==> src/rtl/pic_priority_ctrl_if.sv <==
// pic_priority_ctrl_if
//   Bundles the request lines, the decoded front-end strobes, the CPU
//   acknowledge and the controller outputs of pic_priority_ctrl.
//   master : request/front-end/CPU side (drives irq, cfg_*, mask_*, eoi_*, inta_n)
//   slave  : the priority controller (drives int_out, vector_*, *_out readback)
interface pic_priority_ctrl_if #(
    parameter int NUM_IRQ  = 8,
    parameter int ID_W     = $clog2(NUM_IRQ),
    parameter int VECTOR_W = 8
);
    logic [NUM_IRQ-1:0]       irq;
    logic                     cfg_write;
    logic                     cfg_level;
    logic                     cfg_aeoi;
    logic                     cfg_rotate;
    logic [VECTOR_W-ID_W-1:0] cfg_base;
    logic                     mask_write;
    logic [NUM_IRQ-1:0]       mask_data;
    logic                     eoi_valid;
    logic [2:0]               eoi_cmd;
    logic [ID_W-1:0]          eoi_level;
    logic                     inta_n;
    logic                     int_out;
    logic [VECTOR_W-1:0]      vector_out;
    logic                     vector_valid;
    logic [NUM_IRQ-1:0]       irr_out;
    logic [NUM_IRQ-1:0]       isr_out;
    logic [NUM_IRQ-1:0]       imr_out;

    modport master (
        output irq, cfg_write, cfg_level, cfg_aeoi, cfg_rotate, cfg_base,
               mask_write, mask_data, eoi_valid, eoi_cmd, eoi_level, inta_n,
        input  int_out, vector_out, vector_valid, irr_out, isr_out, imr_out
    );

    modport slave (
        input  irq, cfg_write, cfg_level, cfg_aeoi, cfg_rotate, cfg_base,
               mask_write, mask_data, eoi_valid, eoi_cmd, eoi_level, inta_n,
        output int_out, vector_out, vector_valid, irr_out, isr_out, imr_out
    );
endinterface

==> src/rtl/pic_priority_ctrl.sv <==
// pic_priority_ctrl
//   8259-style interrupt priority controller: IRR/IMR/ISR registers, rotating
//   priority resolver, CPU interrupt line and the two-pulse INTA sequence that
//   returns vector {base, id}.
// Ports:
//   clock    : rising-edge clock
//   reset_n  : synchronous active-low reset
//   bus      : pic_priority_ctrl_if.slave (irq, cfg_*, mask_*, eoi_*, inta_n in;
//              int_out, vector_out, vector_valid, irr/isr/imr_out out)
// Optional feature: define PIC_AUTO_ROTATE_EN to make an AEOI-completed ack
// also rotate the served line to lowest priority when cfg_rotate was set.
module pic_priority_ctrl #(
    parameter int NUM_IRQ  = 8,
    parameter int ID_W     = $clog2(NUM_IRQ),
    parameter int VECTOR_W = 8
) (
    input  logic              clock,
    input  logic              reset_n,
    pic_priority_ctrl_if.slave bus
);
    localparam int BASE_W = VECTOR_W - ID_W;

    typedef enum logic [1:0] {S_IDLE, S_ACK1, S_ACK2, S_VEC} state_t;

    state_t              state, state_next;
    logic [NUM_IRQ-1:0]  irr, isr, imr, irq_prev;
    logic [NUM_IRQ-1:0]  irr_next, isr_next, ack_set, eoi_clr, aeoi_clr;
    logic [ID_W-1:0]     lptr, l_next;
    logic                level_mode, aeoi_mode;
    logic [BASE_W-1:0]   base;
    logic [ID_W-1:0]     w_id, ack_id;
    logic                w_spur;
    logic                int_q, int_next;
    logic                inta_q1, inta_q2, inta_fall, inta_rise;
    logic                ack_take, vec_done;

`ifdef PIC_AUTO_ROTATE_EN
    logic                rotate_mode;
`else
    logic                unused_rotate;
    assign unused_rotate = bus.cfg_rotate;
`endif

    // Scan priority ranks from highest (l+1) to lowest (l). Returns {found, id}.
    // Power-of-two NUM_IRQ lets the wrap happen in ID_W-bit arithmetic.
    function automatic logic [ID_W:0] prio_scan(input logic [NUM_IRQ-1:0] v,
                                                input logic [ID_W-1:0]    l);
        logic [ID_W:0]   r;
        logic [ID_W-1:0] idx;
        r = '0;
        for (int k = NUM_IRQ-1; k >= 0; k--) begin
            idx = l + ID_W'(1) + ID_W'(k);
            if (v[idx]) r = {1'b1, idx};
        end
        return r;
    endfunction

    // ---------------- priority resolver ----------------
    logic              win_found, isr_found;
    logic [ID_W-1:0]   win_id, isr_top, win_rank, isr_rank;

    always_comb begin
        {win_found, win_id} = prio_scan(irr & ~imr, lptr);
        {isr_found, isr_top} = prio_scan(isr, lptr);
        // rank 0 = highest priority
        win_rank = win_id - lptr - ID_W'(1);
        isr_rank = isr_top - lptr - ID_W'(1);
        int_next = win_found && (!isr_found || (win_rank < isr_rank));
        ack_id   = win_found ? win_id : ID_W'(NUM_IRQ-1);
    end

    // ---------------- INTA edge detect ----------------
    always_ff @(posedge clock) begin
        if (!reset_n) begin
            inta_q1 <= 1'b1;
            inta_q2 <= 1'b1;
        end else begin
            inta_q1 <= bus.inta_n;
            inta_q2 <= inta_q1;
        end
    end

    assign inta_fall = inta_q2 & ~inta_q1;
    assign inta_rise = ~inta_q2 & inta_q1;

    // ---------------- ack FSM: state register ----------------
    always_ff @(posedge clock) begin
        if (!reset_n || bus.cfg_write) state <= S_IDLE;
        else                           state <= state_next;
    end

    // ---------------- ack FSM: next state ----------------
    always_comb begin
        state_next = state;
        case (state)
            S_IDLE: if (inta_fall) state_next = S_ACK1;
            S_ACK1: if (inta_rise) state_next = S_ACK2;
            S_ACK2: if (inta_fall) state_next = S_VEC;
            S_VEC:  if (inta_rise) state_next = S_IDLE;
            default: state_next = S_IDLE;
        endcase
    end

    // ---------------- ack FSM: outputs ----------------
    always_comb begin
        ack_take         = (state == S_IDLE) && inta_fall;
        vec_done         = (state == S_VEC) && inta_rise;
        bus.vector_valid = (state == S_VEC);
        bus.vector_out   = (state == S_VEC) ? {base, w_id} : '0;
    end

    // ---------------- register next-values ----------------
    always_comb begin
        ack_set  = (ack_take && win_found) ? (NUM_IRQ'(1) << win_id) : '0;
        aeoi_clr = (vec_done && aeoi_mode && !w_spur) ? (NUM_IRQ'(1) << w_id) : '0;
        eoi_clr  = '0;
        l_next   = lptr;
`ifdef PIC_AUTO_ROTATE_EN
        if (vec_done && aeoi_mode && rotate_mode && !w_spur) l_next = w_id;
`endif
        // Explicit EOI commands override the automatic rotation on a collision.
        if (bus.eoi_valid) begin
            case (bus.eoi_cmd)
                3'b001: if (isr_found) eoi_clr = NUM_IRQ'(1) << isr_top;
                3'b011: eoi_clr = NUM_IRQ'(1) << bus.eoi_level;
                3'b101: if (isr_found) begin
                            eoi_clr = NUM_IRQ'(1) << isr_top;
                            l_next  = isr_top;
                        end
                3'b111: begin
                            eoi_clr = NUM_IRQ'(1) << bus.eoi_level;
                            l_next  = bus.eoi_level;
                        end
                3'b110: l_next = bus.eoi_level;
                default: ;
            endcase
        end
        // In level mode the ack clear lasts only the ack cycle; the line
        // re-asserts IRR on the next cycle if still held.
        irr_next = (level_mode ? bus.irq : (irr | (bus.irq & ~irq_prev))) & ~ack_set;
        // An ack set beats a same-bit EOI clear.
        isr_next = (isr & ~eoi_clr & ~aeoi_clr) | ack_set;
    end

    // ---------------- registers ----------------
    always_ff @(posedge clock) begin
        if (!reset_n) begin
            irr        <= '0;
            isr        <= '0;
            imr        <= '1;
            lptr       <= ID_W'(NUM_IRQ-1);
            level_mode <= 1'b0;
            aeoi_mode  <= 1'b0;
            base       <= '0;
            irq_prev   <= '0;
            w_id       <= '0;
            w_spur     <= 1'b0;
            int_q      <= 1'b0;
`ifdef PIC_AUTO_ROTATE_EN
            rotate_mode <= 1'b0;
`endif
        end else if (bus.cfg_write) begin
            irr        <= '0;
            isr        <= '0;
            imr        <= '1;
            lptr       <= ID_W'(NUM_IRQ-1);
            level_mode <= bus.cfg_level;
            aeoi_mode  <= bus.cfg_aeoi;
            base       <= bus.cfg_base;
            irq_prev   <= bus.irq;
            w_id       <= '0;
            w_spur     <= 1'b0;
            int_q      <= 1'b0;
`ifdef PIC_AUTO_ROTATE_EN
            rotate_mode <= bus.cfg_rotate;
`endif
        end else begin
            irr      <= irr_next;
            isr      <= isr_next;
            lptr     <= l_next;
            irq_prev <= bus.irq;
            int_q    <= int_next;
            // winner is resolved with the IMR value from before this edge
            if (bus.mask_write) imr <= bus.mask_data;
            if (ack_take) begin
                w_id   <= ack_id;
                w_spur <= !win_found;
            end
        end
    end

    assign bus.int_out = int_q;
    assign bus.irr_out = irr;
    assign bus.isr_out = isr;
    assign bus.imr_out = imr;

endmodule

==> src/flat_wrapper.sv <==
// flat-port wrapper written by rule: the top's interface ports become plain ports
module pic_priority_ctrl_flat 
#(
    parameter int NUM_IRQ  = 8,
    parameter int ID_W     = $clog2(NUM_IRQ),
    parameter int VECTOR_W = 8
)
  (clock, reset_n, bus_irq, bus_cfg_write, bus_cfg_level, bus_cfg_aeoi, bus_cfg_rotate, bus_cfg_base, bus_mask_write, bus_mask_data, bus_eoi_valid, bus_eoi_cmd, bus_eoi_level, bus_inta_n, bus_int_out, bus_vector_out, bus_vector_valid, bus_irr_out, bus_isr_out, bus_imr_out);
  pic_priority_ctrl_if #(.NUM_IRQ(NUM_IRQ), .ID_W(ID_W), .VECTOR_W(VECTOR_W)) bus_i ();
  input  logic clock;
  input  logic reset_n;
  input wire logic [$bits(bus_i.irq)-1:0] bus_irq;
  input wire logic [$bits(bus_i.cfg_write)-1:0] bus_cfg_write;
  input wire logic [$bits(bus_i.cfg_level)-1:0] bus_cfg_level;
  input wire logic [$bits(bus_i.cfg_aeoi)-1:0] bus_cfg_aeoi;
  input wire logic [$bits(bus_i.cfg_rotate)-1:0] bus_cfg_rotate;
  input wire logic [$bits(bus_i.cfg_base)-1:0] bus_cfg_base;
  input wire logic [$bits(bus_i.mask_write)-1:0] bus_mask_write;
  input wire logic [$bits(bus_i.mask_data)-1:0] bus_mask_data;
  input wire logic [$bits(bus_i.eoi_valid)-1:0] bus_eoi_valid;
  input wire logic [$bits(bus_i.eoi_cmd)-1:0] bus_eoi_cmd;
  input wire logic [$bits(bus_i.eoi_level)-1:0] bus_eoi_level;
  input wire logic [$bits(bus_i.inta_n)-1:0] bus_inta_n;
  output wire logic [$bits(bus_i.int_out)-1:0] bus_int_out;
  output wire logic [$bits(bus_i.vector_out)-1:0] bus_vector_out;
  output wire logic [$bits(bus_i.vector_valid)-1:0] bus_vector_valid;
  output wire logic [$bits(bus_i.irr_out)-1:0] bus_irr_out;
  output wire logic [$bits(bus_i.isr_out)-1:0] bus_isr_out;
  output wire logic [$bits(bus_i.imr_out)-1:0] bus_imr_out;
  assign bus_i.irq = bus_irq;
  assign bus_i.cfg_write = bus_cfg_write;
  assign bus_i.cfg_level = bus_cfg_level;
  assign bus_i.cfg_aeoi = bus_cfg_aeoi;
  assign bus_i.cfg_rotate = bus_cfg_rotate;
  assign bus_i.cfg_base = bus_cfg_base;
  assign bus_i.mask_write = bus_mask_write;
  assign bus_i.mask_data = bus_mask_data;
  assign bus_i.eoi_valid = bus_eoi_valid;
  assign bus_i.eoi_cmd = bus_eoi_cmd;
  assign bus_i.eoi_level = bus_eoi_level;
  assign bus_i.inta_n = bus_inta_n;
  assign bus_int_out = bus_i.int_out;
  assign bus_vector_out = bus_i.vector_out;
  assign bus_vector_valid = bus_i.vector_valid;
  assign bus_irr_out = bus_i.irr_out;
  assign bus_isr_out = bus_i.isr_out;
  assign bus_imr_out = bus_i.imr_out;
  pic_priority_ctrl #(.NUM_IRQ(NUM_IRQ), .ID_W(ID_W), .VECTOR_W(VECTOR_W)) u_core (.clock(clock), .reset_n(reset_n), .bus(bus_i));
endmodule
==> config.mk <==
export PLATFORM = sky130hd
export DESIGN_NAME = pic_priority_ctrl_flat
export DESIGN_NICKNAME = d
export VERILOG_FILES = /design/src/rtl/pic_priority_ctrl_if.sv /design/src/rtl/pic_priority_ctrl.sv /design/src/flat_wrapper.sv
export SDC_FILE = /design/constraint.sdc
export NUM_CORES = 1
export LEC_CHECK = 0
export ABC_CLOCK_PERIOD_IN_PS = 11950
export CAP_MARGIN = 20
export CORE_MARGIN = 5
export CORE_UTILIZATION = 60
export DETAILED_ROUTE_END_ITERATION = 16
export PLACE_DENSITY = 0.9
export SLEW_MARGIN = 20
export SYNTH_ARGS = -nofsm -noshare
export SYNTH_HDL_FRONTEND = slang
export SYNTH_SLANG_ARGS = --single-unit
==> constraint.sdc <==
create_clock -name clock -period 11.95 [get_ports clock]
set_input_delay 2.39 -clock clock [delete_from_list [all_inputs] [get_ports clock]]
set_output_delay 2.39 -clock clock [all_outputs]
set_load 0.01 [all_outputs]
* Yosys cells after proc, flatten, opt, wreduce, memory -nomap -nowiden
Index checks and enable logic that the tools add are counted.
Word-level totals: logic and storage cells 152, input port bits 36, flip-flop bits (word level) 51, output and inout port bits 34
Cells by class: shift-type cells 4, add/subtract/negate cells 12, bitwise logic cells 17, equality and inequality tests 13, order comparisons 9, mux-type cells 63, reduce and logical (&&, ||, !) cells 20
Operators with widths (number):
- $mux 4 | 16
- $bmux 1 s3 | 16
- $mux 8 | 6
- $and 8x8->8 | 5
- $not 8->8 | 5
- $lt 3x4->1 const B | 8
- $shl 1x3->8 const A | 4
- $mux 1 | 16
- $or 8x8->8 | 2
- $pmux 8 s2 | 1
- $add 3x3->3 const B | 4
- $ne 2x1->1 const B | 5
- $eq 3x3->1 const B | 3
- $mux 2 | 4
- $pmux 2 s4 | 1
- $reduce_or 2->1 | 4
- $add 3x1->3 const B | 2
- $add 3x2->3 const B | 2
- $logic_and 1x1->1 | 6
- $mux 3 | 2
- $pmux 3 s2 | 1
- $sub 3x1->3 const B | 2
- $sub 3x3->3 | 2
- $eq 2x2->1 const B | 2
- 12 further kinds | 19

* Logic depth before layout (Yosys ltp)
Gate-level depths: netlist of run 1.
depth in word-level cells 20, gate-level depth with buffers 21, mapped depth without buffers 16

* Worst setup path before layout of run 1
Ideal clock, no wire load.
path kind reg2reg, start point register u_core.lptr[0], end point register u_core.int_q (netlist: u_core.bus.int_out), path buffers 5, stages on the path, launching flop included 21, clock period less this slack 4.470 ns, path slack 7.480 ns, arrival 4.384 ns, data required time 11.864 ns, cell sequence dfxtp_1 > buf_6 > inv_4 > buf_1 > ha_1 > buf_4 > buf_4 > inv_1 > clkbuf_1 > mux2i_1 > nand2b_1 > a311oi_2 > o221ai_2 > o21ai_4 > inv_4 > fa_1 > xnor2_1 > xnor2_1 > ha_1 > a21o_1 > a211oi_1
Between the ends: word-level cells in the longest chain between the ends 17, elaborated cells on any way between the ends 64, those cells by class add/sub: 12; order compare: 1; mux: 48; reduce/logical: 3
RTL lines:
- from (decl) | RTL line pic_priority_ctrl.sv:28 | logic [ID_W-1:0] lptr, l_next;
- from (signal assigned) | RTL line pic_priority_ctrl.sv:151 | lptr <= ID_W'(NUM_IRQ-1);
- from (signal assigned) | RTL line pic_priority_ctrl.sv:166 | lptr <= ID_W'(NUM_IRQ-1);
- from (signal assigned) | RTL line pic_priority_ctrl.sv:180 | lptr <= l_next;
- $add 3x1->3 | RTL line pic_priority_ctrl.sv:52 | idx = l + ID_W'(1) + ID_W'(k);
- $add 3x3->3 | RTL line pic_priority_ctrl.sv:52
- $bmux 1 s3 | RTL line pic_priority_ctrl.sv:53 | if (v[idx]) r = {1'b1, idx};
- $mux 1 (implied by the code) | RTL line pic_priority_ctrl.sv:53
- $mux 4 (8 in a row) | RTL line pic_priority_ctrl.sv:53
- $sub 3x3->3, on equally long branches | RTL line pic_priority_ctrl.sv:66, pic_priority_ctrl.sv:67
- $sub 3x1->3, on equally long branches | RTL line pic_priority_ctrl.sv:66, pic_priority_ctrl.sv:67
- $lt 3x3->1 | RTL line pic_priority_ctrl.sv:68 | int_next = win_found && (!isr_found || (win_rank < isr_rank));
- $logic_or 1x1->1 | RTL line pic_priority_ctrl.sv:68
- $logic_and 1x1->1 * | RTL line pic_priority_ctrl.sv:68
- to (signal assigned) | RTL line pic_priority_ctrl.sv:182 | int_q <= int_next;
- to (decl) | RTL line pic_priority_ctrl.sv:33 | logic int_q, int_next;
Mark *: on every way between the ends. The rest lies on a longest branch, timed or not. The select of a mux whose other input is x is not followed. A chain may end at the register's enable or synchronous reset.

* Final worst setup path of run 1
Ends and elaborated chain as after synthesis.

==> impl_metrics.env, run 1 <==
export IMPL_root_buffer="clkbuf_8"
export IMPL_drtIter0Drc=301
export IMPL_criticalPathCategory="reg -> reg"
export IMPL_track_usage_pct=26.8
export IMPL_rr_worst_depth=18
export IMPL_worstPathArrival_ns=6.16
export IMPL_pre_cts_ws_ns=6.15
export IMPL_cts_tree="yes"
export IMPL_numCtsBuffers=5
export IMPL_ys_ff_latch=51
export IMPL_synth_edf_count=0
export IMPL_ys_seq_area_share_pct=21.7
export IMPL_cts_resized=0
export IMPL_cp_start_kind="register"
export IMPL_relSlewSlack_pct=48.7
export IMPL_slew_viol_final=0
export IMPL_leakagePower_nw=2.09
export IMPL_fillers=588
export IMPL_drt_total_wl_um=13500
export IMPL_tns_ns=0
export IMPL_die_h_um=98.6
export IMPL_worstMarginPinSlew_ns=0.767
export IMPL_multi_input_area_um2=3420
export IMPL_vias=4708
export IMPL_grt_ovfl_total=0
export IMPL_worstHoldPathCells=2
export IMPL_path_clk_slew_ns=0.11
export IMPL_synthToLayoutAreaGrowth_pct=17.1
export IMPL_clock_skew_ns=0.00868
export IMPL_layoutNonFillerInstCount=689
export IMPL_min_to="u_core.aeoi_mode"
export IMPL_post_cts_setup_buffers=0
export IMPL_synthesis_area_um2=4710
export IMPL_vdd_drop_max_v=0.0000695
export IMPL_status="completed"
export IMPL_core_area_um2=7690
export IMPL_hold_class="reg -> reg"
export IMPL_crit_path_end_kind="register"
export IMPL_clk_path_buf_depth=2
export IMPL_synth_top_area_cell="dfxtp_1"
export IMPL_dp_hpwl_um=9870
export IMPL_placed_cells=681
export IMPL_wl_per_cell_um=19.5
export IMPL_die_w_um=98.6
export IMPL_rsz0062_at_grt="false"
export IMPL_finalNetCount=634
export IMPL_synth_top_area_share_pct=21.7
export IMPL_cts_htree_levels=2
export IMPL_grt_pass1_wl_um=22000
export IMPL_vias_per_cell=6.83
export IMPL_synthArstFlopShare_pct=0
export IMPL_regArea_um2=1020
export IMPL_drive_gt1_share_pct=14.1
export IMPL_synth_ff_type="dfxtp_1"
export IMPL_num_antenna_cells=0
export IMPL_maxCapViolCount=0
export IMPL_worst_slack_ns=6.00
export IMPL_initial_core_util_pct=61.2
export IMPL_hp_start="u_core.aeoi_mode"
export IMPL_drc=0
export IMPL_period_share_pct=49.8
export IMPL_postSynthCellCount=535
export IMPL_row_count=32
export IMPL_fmax_ghz=0.168
export IMPL_synthDistinctLibCells=106
export IMPL_power_per_cell_area_nw_per_um2=70.1
export IMPL_timing_rr_start="u_core.lptr[0]"
export IMPL_worst_r2r_setup_slack_ns=6.00
export IMPL_cts_sinks=51
export IMPL_hold_viol=0
export IMPL_min_period_ns=5.95
export IMPL_syn_nets=583
export IMPL_io_pins=70
export IMPL_die_area_um2=9720
export IMPL_synth_warnings=0
export IMPL_total_power_mw=0.386
export IMPL_first_pass_iters=5
export IMPL_portBuffers=68
export IMPL_holdWs_ns=0.535
export IMPL_grt_pass1_vias=4690
export IMPL_antenna_found_initial=0
export IMPL_cts_hold_buf=0
export IMPL_avgSynthCellArea_um2=8.80
export IMPL_clock_latency_ns=0.32
export IMPL_setup_viol=0
export IMPL_grt_max_degree=67
export IMPL_reg2reg_to="u_core.bus.int_out"
export IMPL_cp_max_fo=66
export IMPL_worstPathRequired_ns=12.16
export IMPL_synth_area_leaders="dfxtp_1 22%, mux2i_1 6.0%, mux4_2 5.7%"
export IMPL_final_antenna_net_count=0
export IMPL_place_congestion=0.915
logic make-up after synthesis:
kind of cell	after synthesis	share of synthesized area (%)
flip-flops	51	21.7
AO/OA/AOI/OAI	157	25.6
AND/OR/NAND/NOR	194	25.8
multiplexers	54	15.7
XOR/XNOR	8	2.10
buffers and inverters	59	5.66
adder cells (fa/ha/maj)	12	3.51
report_power, final:
group          internal, mW  switching [mW]
Sequential            0.176         0.00650
Clock                0.0451          0.0672
Combinational        0.0421          0.0489
Total                 0.264           0.123
routing by layer:
layer  GRT usage [%]  vias to the layer above  wire length (um)
li1                -                     2147                 -
met1            32.4                     2226              5090
met2            46.1                      288              6710
met3            5.87                       47              1290
met4            10.9                        0               366
met5               0                        -                 0
critical path, stage by stage, from the launching register on:
cell	delay, ns
dfxtp_2	0.33
buf_4	0.48
inv_4	0.24
ha_2	0.38
buf_4	0.56
nor4bb_1	0.14
nor4_2	0.65
nor3b_1	0.48
o2111ai_1	0.17
nand4_1	0.12
o211ai_1	0.14
o21ai_4	0.39
inv_4	0.14
fa_1	0.44
xnor2_1	0.15
xnor2_1	0.15
ha_1	0.32
a21o_1	0.17
a211oi_1	0.30
Yosys cell counts (all sizes together) (3+ instances only):
library cell,number
a211oi,8
a21o,6
a21oi,25
a221oi,9
a22oi,4
a31o,4
a31oi,8
and2,20
and4b,3
and4bb,4
buf,14
clkbuf,16
dfxtp,51
ha,10
inv,28
mux2,11
mux2i,31
mux4,12
nand2,30
nand2b,18
nand3,7
nand4,6
nand4b,4
nor2,27
nor2b,22
nor3,16
nor3b,8
nor4,8
nor4b,3
nor4bb,3
o2111ai,6
o211ai,3
o21ai,34
o22ai,6
o311ai,3
o31ai,5
o41ai,4
or2,3
or3,6
xnor2,5
layout by cell type, fill, tap and decap left out, types with 4 or more instances in the layout:
cell              n
nor4_1            5
nor3b_1           8
nand2b_1         18
o21ai_0          29
clkdlybuf4s50_1  68
ha_1              9
dfxtp_1          50
o22ai_1           5
and2_1           20
o31ai_1           4
buf_4             6
mux2_2           10
a221oi_1          7
nand3_1           6
nor2_1           27
a21oi_1          23
xnor2_1           5
a22oi_1           4
inv_2             4
nand4_1           6
a211oi_1          7
clkbuf_8          5
nor3_1           14
or3_1             6
mux4_2           12
a21o_1            6
mux2i_1          28
o2111ai_1         6
nor2b_1          22
inv_1            22
nand2_1          29
a31oi_1           8
state kept, by name, summed over array words and instances, names as in the netlist:
register	flops
u_core.level_mode	1
u_core.inta_q2	1
u_core.bus.int_out	1
u_core.lptr	3
u_core.bus.imr_out	8
u_core.aeoi_mode	1
u_core.bus.isr_out	8
u_core.irq_prev	8
u_core.state	2
u_core.w_spur	1
u_core.inta_q1	1
u_core.base	5
u_core.bus.irr_out	8
u_core.w_id	3
how the worst max path moves through the flow:
| stage | from | end | slack, ns | depth (start not counted) |
|---|---|---|---|---|
| 2_1_floorplan | u_core.lptr[0] | u_core.bus.int_out | 7.48 | 20 |
| 3_3_place_gp | u_core.lptr[0] | u_core.bus.int_out | 6.39 | 18 |
| 3_5_place_dp | u_core.lptr[0] | u_core.bus.int_out | 6.15 | 18 |
| 4_1_cts | u_core.lptr[0] | u_core.bus.int_out | 6.07 | 18 |
| 5_1_grt | u_core.lptr[0] | u_core.bus.int_out | 5.67 | 18 |
| 6_report | u_core.lptr[0] | u_core.bus.int_out | 6.00 | 18 |
through the flow:
step / cell area, um^2 / utilization, %
floorplan: 4710 / -
global placement: 5410 / 70.4
detailed placement: 5410 / 70.4
CTS: 5510 / 71.7
global route: 5510 / 71.7
finish: 5510 / 71.7
layout make-up:
type / count / area share (%)
multi-input combinational: 425 / 62.1
sequential: 51 / 18.5
timing repair buffer: 74 / 13.2
tap: 102 / 2.32
inverter: 29 / 2.07
clock buffer: 5 / 1.25
clock inverter: 3 / 0.568
(Power assumes the default switching activity.)
==> run 2, diff against run 1 <==
--- a/config.mk
+++ b/config.mk
@@ -5,12 +5,12 @@
 export SDC_FILE = /design/constraint.sdc
 export NUM_CORES = 1
 export LEC_CHECK = 0
-export ABC_CLOCK_PERIOD_IN_PS = 11950
+export ABC_CLOCK_PERIOD_IN_PS = 5900
 export CAP_MARGIN = 20
 export CORE_MARGIN = 5
-export CORE_UTILIZATION = 60
+export CORE_UTILIZATION = 56
 export DETAILED_ROUTE_END_ITERATION = 16
-export PLACE_DENSITY = 0.9
+export PLACE_DENSITY = 0.85
 export SLEW_MARGIN = 20
 export SYNTH_ARGS = -nofsm -noshare
 export SYNTH_HDL_FRONTEND = slang
==> constraint.sdc (replaced) <==
create_clock -name clock -period 5.9 [get_ports clock]
set_input_delay 1.18 -clock clock [delete_from_list [all_inputs] [get_ports clock]]
set_output_delay 1.18 -clock clock [all_outputs]
set_load 0.01 [all_outputs]
==> run 2 against run 1 <==
  * Combinational power increased by 99%
  * Utilization decreased by 4.5 points
  * Critical path type unchanged
  * Count of clock-buffer cells in the layout unchanged
  * Clock power increased by 92%
==> impl_metrics.env, run 2 (synthesized netlist as in run 1, its figures left out) <==
export IMPL_min_period_ns=5.21
export IMPL_worst_slack_ns=0.693
export IMPL_cts_sinks=51
export IMPL_rr_worst_depth=16
export IMPL_worstPathArrival_ns=5.43
export IMPL_cts_htree_levels=2
export IMPL_setup_viol=0
export IMPL_maxCapViolCount=0
export IMPL_drtIter0Drc=314
export IMPL_drt_total_wl_um=13200
export IMPL_hp_start="u_core.base[3]"
export IMPL_cp_startpoint="u_core.lptr[0]"
export IMPL_finalNetCount=635
export IMPL_grt_pass1_vias=4472
export IMPL_worstHoldPathCells=2
export IMPL_final_cell_mix="68 x clkdlybuf4s50_1, 50 x dfxtp_1, 29 x o21ai_0, 29 x nand2_1, 28 x mux2i_1"
export IMPL_postLayoutCellArea_um2=5520
export IMPL_grt_ovfl_total=0
export IMPL_worstMarginPinSlew_ns=0.731
export IMPL_cts_hold_buf=0
export IMPL_relSlewSlack_pct=51.2
export IMPL_clock_skew_ns=0.00743
export IMPL_place_congestion=0.932
export IMPL_cts_resized=0
export IMPL_die_h_um=102
export IMPL_fmax_ghz=0.192
export IMPL_clock_latency_ns=0.31
export IMPL_rsz0062_at_grt="false"
export IMPL_grt_pass1_wl_um=21800
export IMPL_num_antenna_cells=0
export IMPL_numCtsBuffers=5
export IMPL_io_pins=70
export IMPL_portBuffers=68
export IMPL_postLayoutCoreUtil_pct=67.2
export IMPL_root_buffer="clkbuf_8"
export IMPL_multi_input_area_um2=3420
export IMPL_final_antenna_net_count=0
export IMPL_path_clk_slew_ns=0.10
export IMPL_layout_cells_most_common="clkdlybuf4s50_1"
export IMPL_cp_max_fo=54
export IMPL_drc=0
export IMPL_hold_viol=0
export IMPL_leakagePower_nw=2.09
export IMPL_grt_max_degree=55
export IMPL_initial_core_util_pct=57.3
export IMPL_drive_gt1_share_pct=14.3
export IMPL_dp_hpwl_um=9870
export IMPL_clk_path_buf_depth=2
export IMPL_antenna_found_initial=0
export IMPL_cts_tree="yes"
export IMPL_track_usage_pct=25.6
export IMPL_wl_per_cell_um=19.1
export IMPL_die_area_um2=10300
export IMPL_criticalPathCategory="reg -> reg"
export IMPL_crit_path_end_kind="register"
export IMPL_vias_per_cell=6.69
export IMPL_worstPathRequired_ns=6.12
export IMPL_vias=4633
export IMPL_regArea_um2=1020
export IMPL_cp_start_kind="register"
export IMPL_period_share_pct=88.3
export IMPL_die_w_um=102
export IMPL_timing_rr_start="u_core.lptr[0]"
export IMPL_post_cts_setup_buffers=0
export IMPL_core_area_um2=8220
export IMPL_min_to="u_core.base[3]"
export IMPL_synthToLayoutAreaGrowth_pct=17.2
export IMPL_tns_ns=0
export IMPL_hold_class="reg -> reg"
export IMPL_first_pass_iters=5
export IMPL_power_per_cell_area_nw_per_um2=139
export IMPL_slew_viol_final=0
export IMPL_fillers=668
export IMPL_pre_cts_ws_ns=0.764
export IMPL_reg2reg_to="u_core.bus.int_out"
export IMPL_row_count=33
export IMPL_status="completed"
export IMPL_place_area_um2=5420
export IMPL_worst_r2r_setup_slack_ns=0.69
export IMPL_vdd_drop_max_v=0.000114
run 2: layout make-up:
class                           count  area share, %
Tap cell                          105           2.38
Sequential cell                    51           18.5
Multi-Input combinational cell    425           62.0
Clock inverter                      3          0.476
Timing Repair Buffer               75           13.3
Inverter                           29           2.06
Clock buffer                        5           1.25
run 2: stage by stage:
stage	hold slack, ns	cells	power (mW)
6_report	0.529	693	0.768
5_1_grt	0.550	693	0.800
4_1_cts	0.536	693	0.769
3_5_place_dp	0.506	685	0.558
3_3_place_gp	0.471	685	0.551
2_1_floorplan	0.451	535	0.495
run 2: worst max-delay path by stage:
stage	slack, ns	depth (start not counted)	to
after CTS	0.74	16	u_core.bus.int_out
final	0.69	16	u_core.bus.int_out
after global placement	0.92	16	u_core.bus.int_out
after global routing	0.39	16	u_core.bus.int_out
after detailed placement	0.76	16	u_core.bus.int_out
after floorplan	1.43	20	u_core.bus.int_out
run 2: report_power, final:
group | switching, mW | internal (mW)
sequential | 0.0142 | 0.357
combinational | 0.0956 | 0.0856
clock | 0.128 | 0.0875
run 2: critical path: stages (launching register included):
cell      delay (ns)
dfxtp_2         0.36
buf_4           0.48
ha_1            0.62
xor2_1          0.32
mux4_2          0.41
mux2_2          0.35
o21ba_2         0.25
o22ai_1         0.10
a211oi_4        0.51
inv_2           0.11
ha_1            0.22
fa_1            0.38
xnor2_1         0.15
xnor2_1         0.16
ha_1            0.30
a21o_1          0.16
a211oi_1        0.21
run 2: metal layers:
metal | vias up | global-route usage, % | wire (um)
met5 | - | 0 | 0
met4 | 0 | 5.93 | 263
li1 | 2148 | - | -
met1 | 2248 | 33.1 | 5420
met3 | 40 | 4.27 | 957
met2 | 197 | 44.7 | 6600
